--- src/rtl/cdc_pulse_scheduler_pkg.sv ---
// cdc_sched_pkg: shared FSM state type, default parameters and width helpers for pulse-channel schedulers
//   No ports. Provides state_t, DEF_* parameter defaults, idx_w() and cnt_w().
package cdc_sched_pkg;

    typedef enum logic [2:0] {
        S_IDLE,
        S_FIRE,
        S_WAIT,
        S_GAP,
        S_DRAIN
    } state_t;

    localparam int DEF_NUM_REQ = 4;
    localparam int DEF_TIMEOUT = 64;
    localparam int DEF_MIN_GAP = 2;

    // Width of a requester index; a single requester still needs one bit.
    function automatic int idx_w(input int n);
        return (n > 1) ? $clog2(n) : 1;
    endfunction

    // Counter wide enough to hold the larger of the two wait lengths without wrapping.
    function automatic int cnt_w(input int timeout, input int min_gap);
        return $clog2(((timeout > min_gap) ? timeout : min_gap) + 1);
    endfunction

endpackage

--- src/rtl/cdc_pulse_scheduler_if.sv ---
// cdc_pulse_scheduler_if: requester/channel signal bundle of the pulse scheduler
//   req[NUM_REQ]   level requests            ack_in        channel ack pulse
//   pulse_out      pulse into the channel    done/err      one-hot completion pulses
//   cur_id         current/last grant        busy          scheduler not idle
//   spurious_ack   ack seen outside WAIT/DRAIN
//   master: the scheduler side; slave: the requesters/channel side.
interface cdc_pulse_scheduler_if #(
    parameter int NUM_REQ = cdc_sched_pkg::DEF_NUM_REQ
) ();
    import cdc_sched_pkg::*;

    localparam int IW = idx_w(NUM_REQ);

    logic [NUM_REQ-1:0] req;
    logic               pulse_out;
    logic               ack_in;
    logic [NUM_REQ-1:0] done;
    logic [NUM_REQ-1:0] err;
    logic [IW-1:0]      cur_id;
    logic               busy;
    logic               spurious_ack;

    modport master (
        input  req, ack_in,
        output pulse_out, done, err, cur_id, busy, spurious_ack
    );

    modport slave (
        output req, ack_in,
        input  pulse_out, done, err, cur_id, busy, spurious_ack
    );

endinterface

--- src/rtl/cdc_pulse_scheduler_rr_pick.sv ---
// rr_pick: combinational round-robin picker, first set req bit searching upward from ptr+1 with wrap
//   req[N]   request vector      ptr    last granted index
//   valid    any request set     idx    chosen index (0 when none)
module rr_pick #(
    parameter int N  = cdc_sched_pkg::DEF_NUM_REQ,
    parameter int IW = cdc_sched_pkg::idx_w(N)
) (
    input  logic [N-1:0]  req,
    input  logic [IW-1:0] ptr,
    output logic          valid,
    output logic [IW-1:0] idx
);
    import cdc_sched_pkg::*;

    // Walk candidates from farthest to nearest so the nearest set bit after ptr is the last writer.
    always_comb begin
        logic [IW-1:0] j;
        valid = |req;
        idx   = '0;
        j     = '0;
        for (int i = N; i >= 1; i--) begin
            j = IW'((int'(ptr) + i >= N) ? int'(ptr) + i - N : int'(ptr) + i);
            if (req[j]) idx = j;
        end
    end

endmodule

--- src/rtl/cdc_pulse_scheduler.sv ---
// cdc_pulse_scheduler: round-robin source sequencer keeping one pulse in flight on a fast-to-slow pulse channel
//   clk, rst (async, active-high) plain ports; bus (master modport) carries req, ack_in,
//   pulse_out, done, err, cur_id, busy, spurious_ack. All outputs are registered.
module cdc_pulse_scheduler #(
    parameter int NUM_REQ = cdc_sched_pkg::DEF_NUM_REQ,
    parameter int TIMEOUT = cdc_sched_pkg::DEF_TIMEOUT,
    parameter int MIN_GAP = cdc_sched_pkg::DEF_MIN_GAP
) (
    input logic                   clk,
    input logic                   rst,
    cdc_pulse_scheduler_if.master bus
);
    import cdc_sched_pkg::*;

    localparam int IW = idx_w(NUM_REQ);
    localparam int CW = cnt_w(TIMEOUT, MIN_GAP);
    localparam logic [CW-1:0] TO_LAST  = CW'(TIMEOUT - 1);
    localparam logic [CW-1:0] GAP_LAST = CW'(MIN_GAP - 1);

    state_t             state, state_nxt;
    logic [CW-1:0]      cnt, cnt_nxt;
    logic [IW-1:0]      ptr, pick_idx;
    logic               pick_valid;
    logic [NUM_REQ-1:0] oh;

    rr_pick #(.N(NUM_REQ), .IW(IW)) u_pick (
        .req   (bus.req),
        .ptr   (ptr),
        .valid (pick_valid),
        .idx   (pick_idx)
    );

    assign oh = NUM_REQ'(1) << bus.cur_id;

    // cnt is cleared on every state exit so each timed state starts counting from zero.
    always_comb begin
        state_nxt = state;
        cnt_nxt   = cnt;
        case (state)
            S_IDLE: state_nxt = pick_valid ? S_FIRE : S_IDLE;
            S_FIRE: begin
                state_nxt = S_WAIT;
                cnt_nxt   = '0;
            end
            S_WAIT: begin
                state_nxt = bus.ack_in ? S_GAP : (cnt == TO_LAST) ? S_DRAIN : S_WAIT;
                cnt_nxt   = (bus.ack_in || cnt == TO_LAST) ? '0 : cnt + 1'b1;
            end
            S_GAP: begin
                state_nxt = (cnt == GAP_LAST) ? S_IDLE : S_GAP;
                cnt_nxt   = (cnt == GAP_LAST) ? '0 : cnt + 1'b1;
            end
            S_DRAIN: begin
                state_nxt = (cnt == TO_LAST) ? S_IDLE : S_DRAIN;
                cnt_nxt   = (cnt == TO_LAST) ? '0 : cnt + 1'b1;
            end
            default: begin
                state_nxt = S_IDLE;
                cnt_nxt   = '0;
            end
        endcase
    end

    // done/err fire on the first GAP/DRAIN cycle, one clock after the deciding WAIT edge.
    always_ff @(posedge clk or posedge rst) begin
        if (rst) begin
            state            <= S_IDLE;
            cnt              <= '0;
            ptr              <= IW'(NUM_REQ - 1);
            bus.cur_id       <= '0;
            bus.pulse_out    <= 1'b0;
            bus.done         <= '0;
            bus.err          <= '0;
            bus.busy         <= 1'b0;
            bus.spurious_ack <= 1'b0;
        end else begin
            state <= state_nxt;
            cnt   <= cnt_nxt;
            if (state == S_IDLE && pick_valid) begin
                ptr        <= pick_idx;
                bus.cur_id <= pick_idx;
            end
            bus.pulse_out    <= state == S_FIRE;
            bus.done         <= (state == S_GAP && cnt == '0) ? oh : '0;
            bus.err          <= (state == S_DRAIN && cnt == '0) ? oh : '0;
            bus.busy         <= state_nxt != S_IDLE;
            bus.spurious_ack <= bus.ack_in && state != S_WAIT && state != S_DRAIN;
        end
    end

endmodule
--- src/flat_wrapper.sv ---
// flat-port wrapper written by rule: the top's interface ports become plain ports
module cdc_pulse_scheduler_flat import cdc_sched_pkg::*;
#(
    parameter int NUM_REQ = cdc_sched_pkg::DEF_NUM_REQ,
    parameter int TIMEOUT = cdc_sched_pkg::DEF_TIMEOUT,
    parameter int MIN_GAP = cdc_sched_pkg::DEF_MIN_GAP
)
  (clk, rst, bus_req, bus_ack_in, bus_pulse_out, bus_done, bus_err, bus_cur_id, bus_busy, bus_spurious_ack);
  cdc_pulse_scheduler_if #(.NUM_REQ(NUM_REQ)) bus_i ();
  input logic clk;
  input logic rst;
  input wire logic [$bits(bus_i.req)-1:0] bus_req;
  input wire logic [$bits(bus_i.ack_in)-1:0] bus_ack_in;
  output wire logic [$bits(bus_i.pulse_out)-1:0] bus_pulse_out;
  output wire logic [$bits(bus_i.done)-1:0] bus_done;
  output wire logic [$bits(bus_i.err)-1:0] bus_err;
  output wire logic [$bits(bus_i.cur_id)-1:0] bus_cur_id;
  output wire logic [$bits(bus_i.busy)-1:0] bus_busy;
  output wire logic [$bits(bus_i.spurious_ack)-1:0] bus_spurious_ack;
  assign bus_i.req = bus_req;
  assign bus_i.ack_in = bus_ack_in;
  assign bus_pulse_out = bus_i.pulse_out;
  assign bus_done = bus_i.done;
  assign bus_err = bus_i.err;
  assign bus_cur_id = bus_i.cur_id;
  assign bus_busy = bus_i.busy;
  assign bus_spurious_ack = bus_i.spurious_ack;
  cdc_pulse_scheduler #(.NUM_REQ(NUM_REQ), .TIMEOUT(TIMEOUT), .MIN_GAP(MIN_GAP)) u_core (.clk(clk), .rst(rst), .bus(bus_i));
endmodule
--- config.mk ---
export PLATFORM = sky130hd
export DESIGN_NAME = cdc_pulse_scheduler_flat
export DESIGN_NICKNAME = d
export VERILOG_FILES = /design/src/rtl/cdc_pulse_scheduler_pkg.sv /design/src/rtl/cdc_pulse_scheduler_if.sv /design/src/rtl/cdc_pulse_scheduler_rr_pick.sv /design/src/rtl/cdc_pulse_scheduler.sv /design/src/flat_wrapper.sv
export SDC_FILE = /design/constraint.sdc
export NUM_CORES = 1
export LEC_CHECK = 0
export CAP_MARGIN = 30
export CORE_MARGIN = 3
export CORE_UTILIZATION = 45
export DETAILED_ROUTE_END_ITERATION = 8
export PLACE_DENSITY = 0.68
export SYNTH_ARGS = -nofsm -noshare
export SYNTH_HDL_FRONTEND = slang
export SYNTH_HIERARCHICAL = 1
export SYNTH_SLANG_ARGS = --single-unit
--- constraint.sdc ---
create_clock -name clk -period 3.65 [get_ports clk]
set_clock_uncertainty 0.2 [all_clocks]
set_input_delay 0.365 -clock clk [delete_from_list [all_inputs] [get_ports clk]]
set_output_delay 0.365 -clock clk [all_outputs]
set_load 0.01 [all_outputs]
# --- Yosys cells after proc, flatten, opt, wreduce, memory -nomap -nowiden ---
# Index checks and enable logic that the tools add are counted.
word_totals:
  register_bits: 25
  latchBits: 0
  mem_count: 0
  elab_cells: 73
  romBits: 0
  ramBits: 0
classes:
  n_addsub: 9
  bitwise_logic: 0
  n_eq_ne: 8
  reduce_logical: 10
  n_lt_le_gt_ge: 8
  multipliers: 0
  n_shift: 1
  n_mux: 28
  div: 0
ops:
  columns: ["cell", "count"]
  rows:
  - ["7-bit case mux with 4 select lines", 1]
  - ["7-bit 2-to-1 mux", 3]
  - ["2-bit 2-to-1 mux", 9]
  - ["3-bit case mux with 5 select lines", 1]
  - ["2-bit by 3-bit < comparator with 1-bit output (second input constant)", 4]
  - ["3-bit greater-or-equal comparator (second input constant)", 3]
  - ["3-bit 2-to-1 mux", 3]
  - ["1-bit binary-select mux with 2-bit select", 4]
  - ["4-bit 2-to-1 mux", 2]
  - ["2-bit by 1-bit subtractor with 2-bit output (second input constant)", 4]
  - ["7-bit by 1-bit adder with 7-bit output (second input constant)", 1]
  - ["7-bit by 1-bit == test with 1-bit output (second input constant)", 1]
  - ["7-bit by 6-bit == test with 1-bit output (second input constant)", 1]
  - ["7-bit zero test", 1]
  - ["2-bit by 2-bit adder with 3-bit output (second input constant)", 2]
  - ["3-bit by 2-bit == test with 1-bit output (second input constant)", 2]
  - ["1-bit logical AND", 5]
  - ["1-bit 2-to-1 mux", 5]
  - ["2-bit by 3-bit adder with 4-bit output (second input constant)", 1]
  - ["4-bit by 3-bit greater-or-equal comparator with 1-bit output (second input constant)", 1]
  - ["4-bit OR reduction", 1]
  - ["1-bit by 2-bit left shift with 4-bit output (first input constant)", 1]
  - ["2-bit by 1-bit adder with 3-bit output (second input constant)", 1]
  - ["3-bit by 1-bit == test with 1-bit output (second input constant)", 1]
  - ["6 further kinds", 6]

# --- Logic depth before layout (Yosys ltp) ---
# Gate-level depths: netlist of the first run.
depth:
  depth_word: 9
  depth_mapped: 6

# --- Modules after synthesis ---
# Netlist of the first run, hierarchy kept.
modules_own_cells:
  columns: ["mod", "n_inst", "cells_per_inst", "seq_area_each_um2", "area_each_um2"]
  rows:
  - ["cdc_pulse_scheduler", 1, 119, 628.1, 1154.9]
  - ["rr_pick", 1, 14, 0.0, 91.3]

# --- Least setup slack after synthesis of the first run ---
# Ideal clock, no wire load.
synth_timing:
  kind: "reg2reg"
  from: "register u_core.cnt[3]"
  to: "register u_core.bus.busy"
  setup_ns: 0.131
  arrival_ns: 1.550
  setup_slack_ns: 1.768
  synth_period_minus_slack_ns: 1.882
  required_ns: 3.319
  path_stages_with_launch: 5
  path_buffers: 0
  cell_sequence: "dfrtp_1 > or4_4 > nor3_2 > o32ai_1 > or3_1"
synth_via:
  elab_chain_cells: 5
synth_rtl:
  columns: ["item", "line_no", "source"]
  rows:
  - ["start, declared", "cdc_pulse_scheduler.sv:21", "logic [CW-1:0] cnt, cnt_nxt;"]
  - ["start signal, assigned", "cdc_pulse_scheduler.sv:78", "cnt <= cnt_nxt;"]
  - ["7-bit by 6-bit == test with 1-bit output", "cdc_pulse_scheduler.sv:46", "state_nxt = bus.ack_in ? S_GAP : (cnt == TO_LAST) ? S_DRAIN : S_WAIT;"]
  - ["3-bit 2-to-1 mux (2 in series)", "cdc_pulse_scheduler.sv:46", null]
  - ["3-bit case mux with 5 select lines *", "cdc_pulse_scheduler.sv:39", "case (state)"]
  - ["named net u_core.state_nxt[1]", "cdc_pulse_scheduler.sv:20", "state_t state, state_nxt;"]
  - ["3-bit nonzero test *", "cdc_pulse_scheduler.sv:86", "bus.busy <= state_nxt != S_IDLE;"]
  - ["end signal, assigned", "cdc_pulse_scheduler.sv:74", "bus.busy <= 1'b0;"]
  - ["end signal, assigned", "cdc_pulse_scheduler.sv:86", null]
  - ["end, declared", "cdc_pulse_scheduler_if.sv:25", "output pulse_out, done, err, cur_id, busy, spurious_ack"]
# Mark *: on every way through the listed nets, which the timed path passes. The rest lies on a longest branch.
# A chain may end at the register's enable or synchronous reset.

# --- Worst setup path after layout of the first run ---
layout_timing:
  from: "register u_core.cnt[0]"
  to: "register u_core.cnt[3]"
layout_via:
  elab_chain_cells: 4
layout_rtl:
  columns: ["item", "line_no"]
  rows:
  - ["branches (longest 3 deep; another with 7-bit by 1-bit adder with 7-bit output)", null]
  - ["7-bit case mux with 4 select lines *", "cdc_pulse_scheduler.sv:39"]
# Mark *: on every way between the ends.

==> impl_metrics.toml, run 1 <==
[run_status]
status = "finished, final reports clean"

[layout]
fin_cells = 183
multiInputGateArea_um2 = 576
antenna_cells = 0
regArea_um2 = 628
fill_cells = 227
drive_gt1_share_pct = 7.84
layout.nets = 164
area_growth_pct = 21.3
postLayoutCoreUtil_pct = 59.4

[logic_synthesis]
synthFlopType = "dfrtp_1"
syn_nets = 143
synthArstFlopShare_pct = 100
synth_cells = 133
yosysSeqAreaShare_pct = 50.4
synth_edf_count = 0
synth_top_cell_area_share_pct = 46.2
synthDistinctLibCells = 37
avgSynthCellArea_um2 = 9.37
yosys.area.top_type = "dfrtp_1"
ys_seq_elements = 25
ys_top_cells_by_count = "dfrtp_1 (23), nor2_1 (22), nand2_1 (17)"
synth_area_um2 = 1250
synth_most_common_cell = "dfrtp_1"
ys_top_cells_by_area = "dfrtp_1 (46%), nor2_1 (6.6%), nand2_1 (5.1%), dfstp_2 (4.2%), nor3_1 (3.6%)"
yosysWarnings = 6

[die]
core_um2 = 2540
ios = 20
dieArea_um2 = 3440
die_w_um = 58.6
row_count = 18
die_y_um = 58.6
initial_utilization_pct = 49.0

[drt]
drt_wl_total_mm = 2.41
first_pass_iters = 4
wl_per_cell_um = 13.2
drc = 0
antenna_left = 0
routed_via_density = 5.39
drt-initial-drc-count = 39
vias = 986

[hold_path]
hp-class = "input port to async pin"

[critical_path]
critical-path-max-stage-delay_ns = 0.47
cp.buffers_inverters = 0
cp_slowest_cell = "a2111oi_0"
cp.required_ns = 3.70
cp-end-kind = "register"
crit_path_start_kind = "register"
crit_family = "simple AND/OR/NAND/NOR gates"
crit_chain = "ha_1, and4b_1, a2111oi_0, nor3_1, nor2_1"
crit_fanout = 5
crit_arrival_ns = 2.08
startpoint = "u_core/cnt[0]"
crit-reg2reg-launch = "u_core/cnt[0]"
crit_type = "register to register"

[clocking]
clockRootBuffer = "clkbuf_4"
postCtsSetupRepairBufs = 0
insertion_delay_ns = 0.32
postCtsHoldBufs = 0
postCtsResizedCells = 0
cts_tree = "built"
cts.sinks = 25
cts_max_level = 1
clk_pin_slew_ns = 0.14
clockBufferDepth = 2
cts_made_buffers = 3

[run]
maxCapViolations = 0

[timing]
fin_setup_tns_ns = 0
finalMaxSlewViolations = 0
worstMarginPinSlew_ns = 0.825
rsz0062_at_grt = "no"
hold_ws_ns = 0.0919
fmax_mhz = 492
min_period_ns = 2.03
finalCritPeriodShare_pct = 55.6
hold_viol = 0
setup_viol = 0
max_slew_margin_pct = 44.6

[power_and_ir_drop]
p_per_area_nw_per_um2 = 629
ir_worst_vdd_v = 0.000463
p_leak_nw = 0.643
power_uw = 951

[place]
portBuffers = 19
hpwlAfterDp_mm = 1.79
placed_cells = 178
place_congestion = 0.746

[global_routing]
grt_pass1_wl_mm = 4.04
grt_pass1_vias = 901
grt_start_max_net_pins = 26
track_usage_pct = 15.4
grt_remaining_overflow = 0
antenna_found_initial = 0
[power by group]
part | internal, mW | switching (mW) | total [mW]
Clock | 0.0418 | 0.0840 | 0.126
Sequential | 0.353 | 0.0950 | 0.448
Combinational | 0.178 | 0.199 | 0.377
[layout by cell type, fill, tap and decap left out, types with 2 or more instances in the layout]
| master | netlist | layout |
|---|---|---|
| nor3_1 | 9 | 9 |
| dfrtp_1 | 23 | 23 |
| xnor2_1 | 4 | 4 |
| nor2_1 | 22 | 22 |
| nand3_1 | 3 | 3 |
| dfstp_2 | 2 | 2 |
| nand4_1 | 3 | 3 |
| inv_1 | 6 | 6 |
| a31oi_1 | 2 | 2 |
| nand2b_1 | 7 | 7 |
| nor2b_1 | 2 | 2 |
| clkdlybuf4s50_1 | 0 | 19 |
| a21oi_1 | 5 | 5 |
| clkbuf_4 | 0 | 3 |
| ha_1 | 3 | 3 |
| a311oi_1 | 2 | 2 |
| nand2_1 | 17 | 17 |
[registers in the layout, summed over array words and instances (netlist names)]
signal	cells
u_core/cnt	7
u_core/ptr	2
u_core/bus.cur_id	2
u_core/bus.done	4
u_core/bus.pulse_out	1
u_core/bus.err	4
u_core/bus.spurious_ack	1
u_core/state	3
u_core/bus.busy	1
[metrics by stage]
step                      instance area (µm²)  worst slack, ns
after floorplan                          1250             1.77
after global placement                   1450             1.58
after detailed placement                 1450             1.54
after CTS                                1480             1.64
after global routing                     1510             1.45
final                                    1510             1.62
[logic make-up after synthesis]
| logic type | Yosys count | synth area share [%] |
|---|---|---|
| flip-flops | 25 | 50.4 |
| multiplexers | 1 | 0.803 |
| XOR/XNOR | 5 | 3.51 |
| AND/OR/NAND/NOR | 71 | 28.1 |
| AO/OA/AOI/OAI | 18 | 10.7 |
| adder cells (fa/ha/maj) | 3 | 3.01 |
| buffers and inverters | 10 | 3.41 |
[worst register-to-register path, stage by stage (launching register included)]
cell	delay (ns)
dfrtp_1	0.46
ha_1	0.25
and4b_1	0.21
a2111oi_0	0.48
nor3_1	0.21
nor2_1	0.16
[routing by layer]
| layer | share of wire (%) | up-vias | global-route usage [%] |
|---|---|---|---|
| li1 | - | 501 | - |
| met1 | 46 | 455 | 21.1 |
| met2 | 48 | 28 | 24.4 |
| met3 | 5.4 | 2 | 2.63 |
| met4 | 0.58 | 0 | 5.83 |
| met5 | 0 | - | 0 |
[area by class of cell]
| type | instances | share of cell area (%) |
|---|---|---|
| well taps | 30 | 2.48 |
| flip-flops and latches | 25 | 41.6 |
| inverters | 6 | 1.49 |
| clock inverters | 1 | 0.497 |
| repair buffers | 20 | 14.4 |
| multi-input cells | 98 | 38.1 |
| clock buffers | 3 | 1.49 |
[final timing paths]
path                                                 to  slack (ns)  depth (start not counted)
worst max-delay path                      u_core/cnt[3]        1.62                          5
min in group clk                          u_core/ptr[0]        0.30                          2
worst min register to register            u_core/ptr[0]        0.30                          2
worst min-delay path            u_core/bus.spurious_ack        0.09                          2
max in group asynchronous                 u_core/ptr[0]        2.67                          3
worst max register to register            u_core/cnt[3]        1.62                          5
(Power assumes the default switching activity.)
==> run 2: changes to the inputs <==
--- a/config.mk
+++ b/config.mk
@@ -9,7 +9,7 @@
 export CORE_MARGIN = 3
 export CORE_UTILIZATION = 45
 export DETAILED_ROUTE_END_ITERATION = 8
-export PLACE_DENSITY = 0.68
+export PLACE_DENSITY = 0.71
 export SYNTH_ARGS = -nofsm -noshare
 export SYNTH_HDL_FRONTEND = slang
 export SYNTH_HIERARCHICAL = 1
==> constraint.sdc (replaced) <==
create_clock -name clk -period 1.85 [get_ports clk]
set_clock_uncertainty 0.2 [all_clocks]
set_input_delay 0.185 -clock clk [delete_from_list [all_inputs] [get_ports clk]]
set_output_delay 0.185 -clock clk [all_outputs]
set_load 0.01 [all_outputs]
==> impl_metrics.toml, run 2 (synthesis gave the netlist of run 1 again) <==
[place]
place_congestion = 0.873
portBuffers = 19
hpwlAfterDp_mm = 2.06
placed_cell_area_um2 = 1600
place_ws_ns = -0.0610

[die]
ios = 20
initial_utilization_pct = 49.0
core_um2 = 2540
dieArea_um2 = 3440
die_w_um = 58.6
die_y_um = 58.6
row_count = 18

[global_routing]
grt_remaining_overflow = 0
grt_pass1_wl_mm = 4.61
antenna_found_initial = 0
grt_pass1_vias = 1055
track_usage_pct = 17.5
grt_start_max_net_pins = 26

[layout]
final_common_cell = "dfrtp_1"
area_growth_pct = 38.1
regMostFlops = "u_core/cnt"
largest_register_ffs = 7
largestRegisters = "u_core/cnt (7), u_core/bus.done (4), u_core/bus.err (4)"
antenna_cells = 0
drive_gt1_share_pct = 26.7
fin_area_um2 = 1720
postLayoutCoreUtil_pct = 67.6
mostFrequentLayoutCells = "dfrtp_1 (22), nor2_1 (20), clkdlybuf4s50_1 (19), buf_4 (19), nand2_1 (17)"
layout.nets = 183

[critical_path]
cp.buffers_inverters = 0
crit_fanout = 2
crit_chain = "or4_4, nor3_2, o32ai_1, or3_1"
crit_arrival_ns = 1.88
crit_path_start_kind = "register"
crit_family = "simple AND/OR/NAND/NOR gates"
cp-end-kind = "register"
critical-path-max-stage-delay_ns = 0.55
cp_slowest_cell = "or4_4"
cp.required_ns = 1.87
crit_type = "register to register"

[drt]
routed_via_density = 5.53
first_pass_iters = 4
vias = 1118
drc = 0
drt-initial-drc-count = 29
antenna_left = 0
wl_per_cell_um = 14.5
drt_wl_total_mm = 2.92

[timing]
max_slew_margin_pct = 54.4
fin_setup_tns_ns = -0.0168
hold_viol = 23
min_period_ns = 1.87
finalMaxSlewViolations = 0
finalCritPeriodShare_pct = 101
setup_ws_ns = -0.0168
rsz0062_at_grt = "yes"
worstMarginPinSlew_ns = 0.678
fmax_mhz = 536
setup_viol = 1
hold_ws_ns = -0.0114

[power_and_ir_drop]
p_leak_nw = 0.737
ir_worst_vdd_v = 0.000871
p_per_area_nw_per_um2 = 1230

[run]
maxCapViolations = 0

[clocking]
cts_tree = "built"
cts_max_level = 1
postCtsHoldBufs = 0
cts_made_buffers = 3
clockRootBuffer = "clkbuf_4"
clockBufferDepth = 2
clk_pin_slew_ns = 0.14
cts.sinks = 25
insertion_delay_ns = 0.33

[run_status]
failed_checks = "hold timing, setup timing"
status = "finished with violations"

[hold_path]
hp-class = "input port to async pin"
==> run 2: path summary, 6_finish.rpt <==
kind / slack, ns / cells after the start / endpoint / start
setup / recovery: -0.02 / 4 / u_core/bus.busy / u_core/cnt[6]
hold / removal: -0.01 / 3 / u_core/state[1] / rst
setup reg to reg: -0.02 / 4 / u_core/bus.busy / u_core/cnt[6]
hold reg to reg: 0.30 / 2 / u_core/ptr[0] / u_core/ptr[0]
max in group asynchronous: 1.16 / 3 / u_core/ptr[0] / rst
min in group clk: 0.30 / 2 / u_core/ptr[0] / u_core/ptr[0]
==> run 2: stage by stage <==
step,power [mW],std cells,hold slack (ns)
global route,2.27,202,-0.00178
detailed placement,1.75,197,0.277
floorplan,1.38,133,0.0108
CTS,2.03,201,0.00892
global placement,1.73,197,0.276
finish,2.11,202,-0.0114
==> run 2: worst register-to-register path: stages (launching register included) <==
cell and delay [ns]:
dfrtp_1 0.41, or4_4 0.55, nor3_2 0.11, o32ai_1 0.10, or3_1 0.37
==> run 2: cell type report <==
| type | count | area, µm² |
|---|---|---|
| Fill cell | 181 | 825 |
| Multi-Input combinational cell | 98 | 659 |
| Sequential cell | 25 | 629 |
| Timing Repair Buffer | 39 | 344 |
| Tap cell | 30 | 37.5 |
| Clock buffer | 3 | 22.5 |
| Inverter | 6 | 22.5 |
| Clock inverter | 1 | 5.00 |
==> run 2: timing repair <==
action,4_1_cts,5_1_grt
cloned,0,0
setup buffers,0,2
endpoints found under the setup margin,6,7
pin swaps,0,6
resized for setup,7,13
==> run 2: where the power goes <==
part           leakage [nW]  total [mW]  internal, mW  switching [mW]
sequential            0.323       0.854         0.699           0.155
combinational         0.396        1.01         0.491           0.522
clock                0.0177       0.247        0.0813           0.166
==> run 2: metal layers <==
layer	routed length, µm	up-vias	GRT usage (%)
met5	0	-	0
met2	1460	31	31.7
li1	-	538	-
met1	1250	545	21.1
met3	148	4	2.85
met4	53	0	5.83
